$ cat src/rtl/fpga_spi_slave_if.sv
// SPI slave bus: serial pins from the master plus the received-byte status
// that is handed to the rest of the FPGA design.
interface fpga_spi_slave_if;
  logic       sclk;
  logic       mosi;
  logic       ss;
  logic       miso;
  logic [7:0] rx_data;
  logic       rx_valid;

  modport slave (
    input  sclk,
    input  mosi,
    input  ss,
    output miso,
    output rx_data,
    output rx_valid
  );

  modport master (
    output sclk,
    output mosi,
    output ss,
    input  miso,
    input  rx_data,
    input  rx_valid
  );
endinterface

$ cat src/rtl/fpga_spi_slave.sv
// SPI mode-0 slave, 8-bit MSB-first frames, oversampled in the clk domain.
// Every received byte is echoed on MISO during the following frame.
module fpga_spi_slave #(
  parameter logic [7:0] TX_INIT     = 8'h9D,
  parameter int         SYNC_STAGES = 2
) (
  input  logic              clk,
  input  logic              rst_n,
  fpga_spi_slave_if.slave   spi
);

  logic [SYNC_STAGES-1:0] sclk_sync_r;
  logic [SYNC_STAGES-1:0] mosi_sync_r;
  logic [SYNC_STAGES-1:0] ss_sync_r;
  logic                   sclk_d_r;
  logic                   sclk_s;
  logic                   mosi_s;
  logic                   ss_s;
  logic                   rise_s;
  logic                   fall_s;
  logic [7:0]             rx_byte_s;

  logic [2:0]             cnt_r;
  logic [7:0]             rx_shift_r;
  logic [7:0]             tx_shift_r;
  logic [7:0]             tx_next_r;
  logic                   reload_r;
  logic [7:0]             rx_data_r;
  logic                   rx_valid_r;

  // Input synchronizers; SS resets to the deselected level.
  always_ff @(posedge clk or negedge rst_n) begin
    if (!rst_n) begin
      sclk_sync_r <= '0;
      mosi_sync_r <= '0;
      ss_sync_r   <= '1;
      sclk_d_r    <= 1'b0;
    end else begin
      sclk_sync_r <= {sclk_sync_r[SYNC_STAGES-2:0], spi.sclk};
      mosi_sync_r <= {mosi_sync_r[SYNC_STAGES-2:0], spi.mosi};
      ss_sync_r   <= {ss_sync_r[SYNC_STAGES-2:0], spi.ss};
      sclk_d_r    <= sclk_sync_r[SYNC_STAGES-1];
    end
  end

  assign sclk_s    = sclk_sync_r[SYNC_STAGES-1];
  assign mosi_s    = mosi_sync_r[SYNC_STAGES-1];
  assign ss_s      = ss_sync_r[SYNC_STAGES-1];
  assign rise_s    = sclk_s & ~sclk_d_r;
  assign fall_s    = ~sclk_s & sclk_d_r;
  assign rx_byte_s = {rx_shift_r[6:0], mosi_s};

  // Frame engine: an SS high level overrides any coincident SCLK edge, which
  // also discards a partial byte and rearms tx_shift with the pending echo.
  always_ff @(posedge clk or negedge rst_n) begin
    if (!rst_n) begin
      cnt_r      <= 3'd0;
      rx_shift_r <= 8'h00;
      tx_shift_r <= TX_INIT;
      tx_next_r  <= TX_INIT;
      reload_r   <= 1'b0;
      rx_data_r  <= 8'h00;
      rx_valid_r <= 1'b0;
    end else begin
      rx_valid_r <= 1'b0;
      if (ss_s) begin
        cnt_r      <= 3'd0;
        tx_shift_r <= tx_next_r;
        reload_r   <= 1'b0;
      end else if (rise_s) begin
        rx_shift_r <= rx_byte_s;
        cnt_r      <= cnt_r + 3'd1;
        if (cnt_r == 3'd7) begin
          rx_data_r  <= rx_byte_s;
          rx_valid_r <= 1'b1;
          tx_next_r  <= rx_byte_s;
          reload_r   <= 1'b1;
        end else begin
          reload_r   <= reload_r;
        end
      end else if (fall_s) begin
        if (reload_r) begin
          tx_shift_r <= tx_next_r;
          reload_r   <= 1'b0;
        end else begin
          tx_shift_r <= {tx_shift_r[6:0], 1'b0};
        end
      end else begin
        cnt_r <= cnt_r;
      end
    end
  end

  // MISO follows tx_shift directly so bit 7 is ready before the first rise.
  assign spi.miso     = ss_s ? 1'b0 : tx_shift_r[7];
  assign spi.rx_data  = rx_data_r;
  assign spi.rx_valid = rx_valid_r;

endmodule

$ cat src/flat_wrapper.sv
// flat-port wrapper written by rule: the top's interface ports become plain ports
module fpga_spi_slave_flat 
#(
  parameter logic [7:0] TX_INIT     = 8'h9D,
  parameter int         SYNC_STAGES = 2
)
  (clk, rst_n, spi_sclk, spi_mosi, spi_ss, spi_miso, spi_rx_data, spi_rx_valid);
  fpga_spi_slave_if spi_i ();
  input  logic clk;
  input  logic rst_n;
  input wire logic [$bits(spi_i.sclk)-1:0] spi_sclk;
  input wire logic [$bits(spi_i.mosi)-1:0] spi_mosi;
  input wire logic [$bits(spi_i.ss)-1:0] spi_ss;
  output wire logic [$bits(spi_i.miso)-1:0] spi_miso;
  output wire logic [$bits(spi_i.rx_data)-1:0] spi_rx_data;
  output wire logic [$bits(spi_i.rx_valid)-1:0] spi_rx_valid;
  assign spi_i.sclk = spi_sclk;
  assign spi_i.mosi = spi_mosi;
  assign spi_i.ss = spi_ss;
  assign spi_miso = spi_i.miso;
  assign spi_rx_data = spi_i.rx_data;
  assign spi_rx_valid = spi_i.rx_valid;
  fpga_spi_slave #(.TX_INIT(TX_INIT), .SYNC_STAGES(SYNC_STAGES)) u_core (.clk(clk), .rst_n(rst_n), .spi(spi_i));
endmodule
$ cat config.mk
export PLATFORM = sky130hd
export DESIGN_NAME = fpga_spi_slave_flat
export DESIGN_NICKNAME = d
export VERILOG_FILES = /design/src/rtl/fpga_spi_slave_if.sv /design/src/rtl/fpga_spi_slave.sv /design/src/flat_wrapper.sv
export SDC_FILE = /design/constraint.sdc
export NUM_CORES = 1
export LEC_CHECK = 0
export ABC_AREA = 1
export BUFFER_PORTS_ARGS = -buffer_cell sky130_fd_sc_hd__buf_2
export CAP_MARGIN = 20
export CORE_UTILIZATION = 37
export DETAILED_ROUTE_END_ITERATION = 16
export PLACE_DENSITY = 0.58
export SYNTH_ARGS = -nofsm -noshare
export SYNTH_HDL_FRONTEND = slang
export SYNTH_SLANG_ARGS = --single-unit
$ cat constraint.sdc
create_clock -name clk -period 1.7 [get_ports clk]
set_clock_uncertainty 0.1 [all_clocks]
set_input_delay 0.085 -clock clk [delete_from_list [all_inputs] [get_ports clk]]
set_output_delay 0.085 -clock clk [all_outputs]
set_load 0.02 [all_outputs]
* Word level (Yosys, flattened, before mapping)
Index checks and enable logic that the tools add are counted.
Widths: inputs -> output; s select.
** Cells by class
- Eq/ne operators :: 3
- Reduce and logical (&&, ||, !) cells :: 7
- $add $sub $neg :: 1
- Bitwise operators :: 5
- Multiplexer cells :: 14
** Operators with widths (count)
- $mux 8 :: 4
- $mux 1 :: 8
- $mux 3 :: 2
- $reduce_and 2->1 :: 3
- $reduce_bool 2->1 :: 2
- $add 3x1->3 const B :: 1
- $eq 3x3->1 const B :: 1
- $ne 3x2->1 const B :: 1
- $not 1->1 :: 3
- $reduce_and 3->1 :: 1
- $reduce_bool 3->1 :: 1
- $and 1x1->1 :: 2
- $ne 2x1->1 const B :: 1
** Word-level totals
- Register bits after elaboration :: 43
- Input bits :: 5

* Depth between registers and ports, before layout
- Depth in word-level cells :: 5
- Gate-level depth with buffers :: 8

* Worst setup path after synthesis
Ideal clock, no wire load.
- Path kind :: register to register
- From :: reg u_core.cnt_r[0]
- To :: reg u_core.rx_data_r[5], in the netlist u_core.spi.rx_data[5]
- Data required time :: 1.483 ns
- Arrival time :: 1.114 ns
- Slack :: 0.369 ns
- Clock period less this slack :: 1.331 ns
- Setup time :: 0.117 ns
- Cell stages (with the launch flop) :: 8
- Path through :: dfrtp_1 ha_1 ha_1 nand2_2 nor2_8 buf_12 nand2_2 o21ai_2
** Between the ends
- Word-level cells in the longest chain between the ends :: 2
** RTL lines
- start: declaration :: line fpga_spi_slave.sv:23 : logic [2:0] cnt_r;
- start signal: assignment :: line fpga_spi_slave.sv:72 : cnt_r <= cnt_r + 3'd1;
- start signal: assignment :: line fpga_spi_slave.sv:89 : cnt_r <= cnt_r;
- $eq 3x3->1 :: line fpga_spi_slave.sv:73 : if (cnt_r == 3'd7) begin
- $reduce_and 3->1 (no source line)
- end signal: assignment :: line fpga_spi_slave.sv:74 : rx_data_r <= rx_byte_s;
- end: declaration :: line fpga_spi_slave.sv:28 : logic [7:0] rx_data_r;
Every way passes these cells.
A chain may end at the register's enable or synchronous reset.

* Worst setup path after layout
- From :: reg u_core.cnt_r[0]
- To :: reg u_core.rx_data_r[7], in the netlist u_core.spi.rx_data[7]
The elaborated chain is that of the path after synthesis.

==> impl_results.md <==
- Mapped Nets: 186
- Clock Sinks: 40
- Rel. slew slack: 67.3%
- Seq/Total Area, Yosys: 60.1%
- Placer congestion estimate: 0.699
- Hold Path Class: reg -> reg
- Avg Vias per Cell: 4.32
- Worst-path maximum fanout: 18
- Boundary pin count: 15
- Total power: 0.00202 W
- Top-area cell type share of the netlist area: 41.4%
- Root Buffer: clkbuf_8
- Post-synth EDFFs: 0
- Die ar.: 4850 sq um
- Clock transition at path regs: 0.07 ns
- Residual DRC count: 0
- Row cnt: 24
- Width of the die: 69.6 um
- Pin count of the biggest net entering global routing: 41
- Core area: 4380 sq um
- Total grt overflow: 0
- Distinct cells, synth: 18
- Setup bufs post-CTS: 0
- Die Y: 69.6 um
- Number of CTS-inserted buffers: 5
- Slew Limit Fails: 0
- Most frequent cell after synthesis: nand2_1
- Vias: 1084
- Max Clk Rate: 675 MHz
- Drt total wl: 2650 um
- FF/Latch Area: 1020 sq um
- Vias in the first global route: 1031
- Routed Antenna Nets: 0
- Multi-input gate area: 522 sq um
- Leakage dissipation: 1.05 nW
- Initial core utilization: 38.6%
- Final Hold Viols: 0
- Peak supply drop: 0.000591 V
- WP data required: 1.78 ns
- Total Nets Final: 207
- Worst Setup End Kind: flip-flop
- Area leader, netlist: dfrtp_1
- RSZ-0062 raised after global routing: false
- Tmin final: 1.48 ns
- First drt pass iteration count: 5
- Syn Area/Cell: 9.56 sq um
- Final core utilization: 44.3%
- CP Launch Type: flip-flop
- Slew @ Worst Pin: 0.491 ns
- Setup_tns: 0 ns
- Share of cells above drive strength 1: 24.1%
- Kind of critical path: reg -> reg
- Worst-Skew Late Latency: 0.29 ns
- CTS tree: done
- CTS Hold Buffers Added: 4
- Setup violators final: 0
- Max Cap Viol: 0
- Post-Syn Area: 1690 sq um
- Iter 0 DRT Violations: 33
- Antenna diode count: 0
- Post-CTS sizing: 0
- Initial antenna violation count: 0
- P per Cell Area: 1040 nW/um^2
- Fill count: 420
- Post-synthesis async set-or-reset flop share: 100%
- Wirelength per Cell: 10.6 um
- YS warnings: 0
- Port Buffers: 14
- Gr usage total: 12.7%
- Fin crit share: 87.1%
- Top post-synthesis cells by area: dfrtp_1 41%, dfstp_2 19%, nand2_1 16%
- P&R area growth vs syn: 14.8%
- Outcome: finished, final reports clean
- Final HPWL DP: 1860 um
- Synth Flop Type: dfrtp_1
- Number of synthesized register bits: 40
- Clock Tree Buf Depth: 2
- CTS HTree Levels: 2
- First-pass GRT wire length: 4700 um
- Critical Path AT: 1.56 ns
- Synth Instances: 177
- Top cells by count, synth: 70 x nand2_1, 28 x dfrtp_1, 22 x inv_1, 13 x o21ai_0, 12 x dfstp_2
-- routing by layer --
layer,GRT usage [%],share of wire [%],vias up
li1,-,-,573
met1,16.7,50,489
met2,18.2,43,15
met3,4.65,4.1,7
met4,6.67,2.4,0
met5,0,0,-
-- layout make-up --
type	count	share of cell area (%)
Clock inverter	2	2.00
Timing Repair Buffer	19	6.06
Sequential cell	40	52.3
Multi-Input combinational cell	106	26.9
Tap cell	52	3.35
Inverter	26	5.15
Clock buffer	6	4.25
-- layout by cell type (no fill, tap or decap) --
cell type and instances:
inv_4 1, clkbuf_8 6, nand3_1 8, nand2_1 70
nand2_2 3, o21ai_0 13, nor2_8 2, o21ai_2 1
dfrtp_1 28, nand2_4 2, clkinv_4 1, dfstp_2 12
buf_4 1, bufinv_16 1, ha_1 4, nor2_1 2
inv_1 22, nor2_2 1, buf_2 14, inv_2 3
dlygate4sd3_1 4
-- final timing paths --
kind                                       startpoint  depth (start not counted)  slack (ns)                    end
worst max-delay path                  u_core.cnt_r[0]                          7        0.22  u_core.spi.rx_data[7]
worst min-delay path            u_core.mosi_sync_r[0]                          0        0.25  u_core.mosi_sync_r[1]
worst max register to register        u_core.cnt_r[0]                          7        0.22  u_core.spi.rx_data[7]
worst min register to register  u_core.mosi_sync_r[0]                          0        0.25  u_core.mosi_sync_r[1]
max in group asynchronous                       rst_n                          3        0.86    u_core.tx_next_r[7]
min in group asynchronous                       rst_n                          3        0.28   u_core.tx_shift_r[6]
-- report_power, final --
group          internal (W)  total [W]  leakage [nW]  switching [W]
clock network      0.000480   0.000805        0.0614       0.000325
logic             0.0000525   0.000141         0.494      0.0000887
registers           0.00103    0.00107         0.495      0.0000461
-- sequential cells by signal, indices dropped and copies added, names as in the netlist --
| register | flops |
|---|---|
| u_core.spi.rx_data | 8 |
| u_core.cnt_r | 3 |
| u_core.tx_next_r | 5 |
| u_core.tx_shift_r | 8 |
| u_core.ss_sync_r | 2 |
| u_core.sclk_sync_r | 2 |
| u_core.reload_r | 1 |
| u_core.mosi_sync_r | 2 |
| u_core.rx_shift_r | 7 |
| u_core.spi.rx_valid | 1 |
| u_core.sclk_d_r | 1 |
-- through the flow --
stage,instance area [sq um],hold WS (ns),std cells,setup WS [ns]
3_5_place_dp,1780,0.0709,239,0.201
5_1_grt,1940,0.263,251,0.0462
3_3_place_gp,1780,0.0741,239,0.240
6_report,1940,0.252,251,0.219
4_1_cts,1940,0.256,251,0.206
2_1_floorplan,1690,-0.311,177,0.369
-- cells by family (layout without fill, tap and decap cells) --
logic type                 count (synthesis)  in the layout  share of synthesized area [%]
AOI/OAI and AO/OA                         14             14                           4.36
adders and majority gates                  4              4                           2.96
buffers and inverters                     31             53                           9.10
DFF                                       40             40                           60.1
and+or+nand+nor                           88             88                           23.5
-- worst max-delay path: stages, from the launching register on --
cell     delay, ns
dfrtp_1       0.38
ha_1          0.16
ha_1          0.15
nand2_2       0.08
nor2_8        0.22
inv_1         0.15
nand2_1       0.08
nand2_1       0.05
Power figures use the tool's default switching activity.
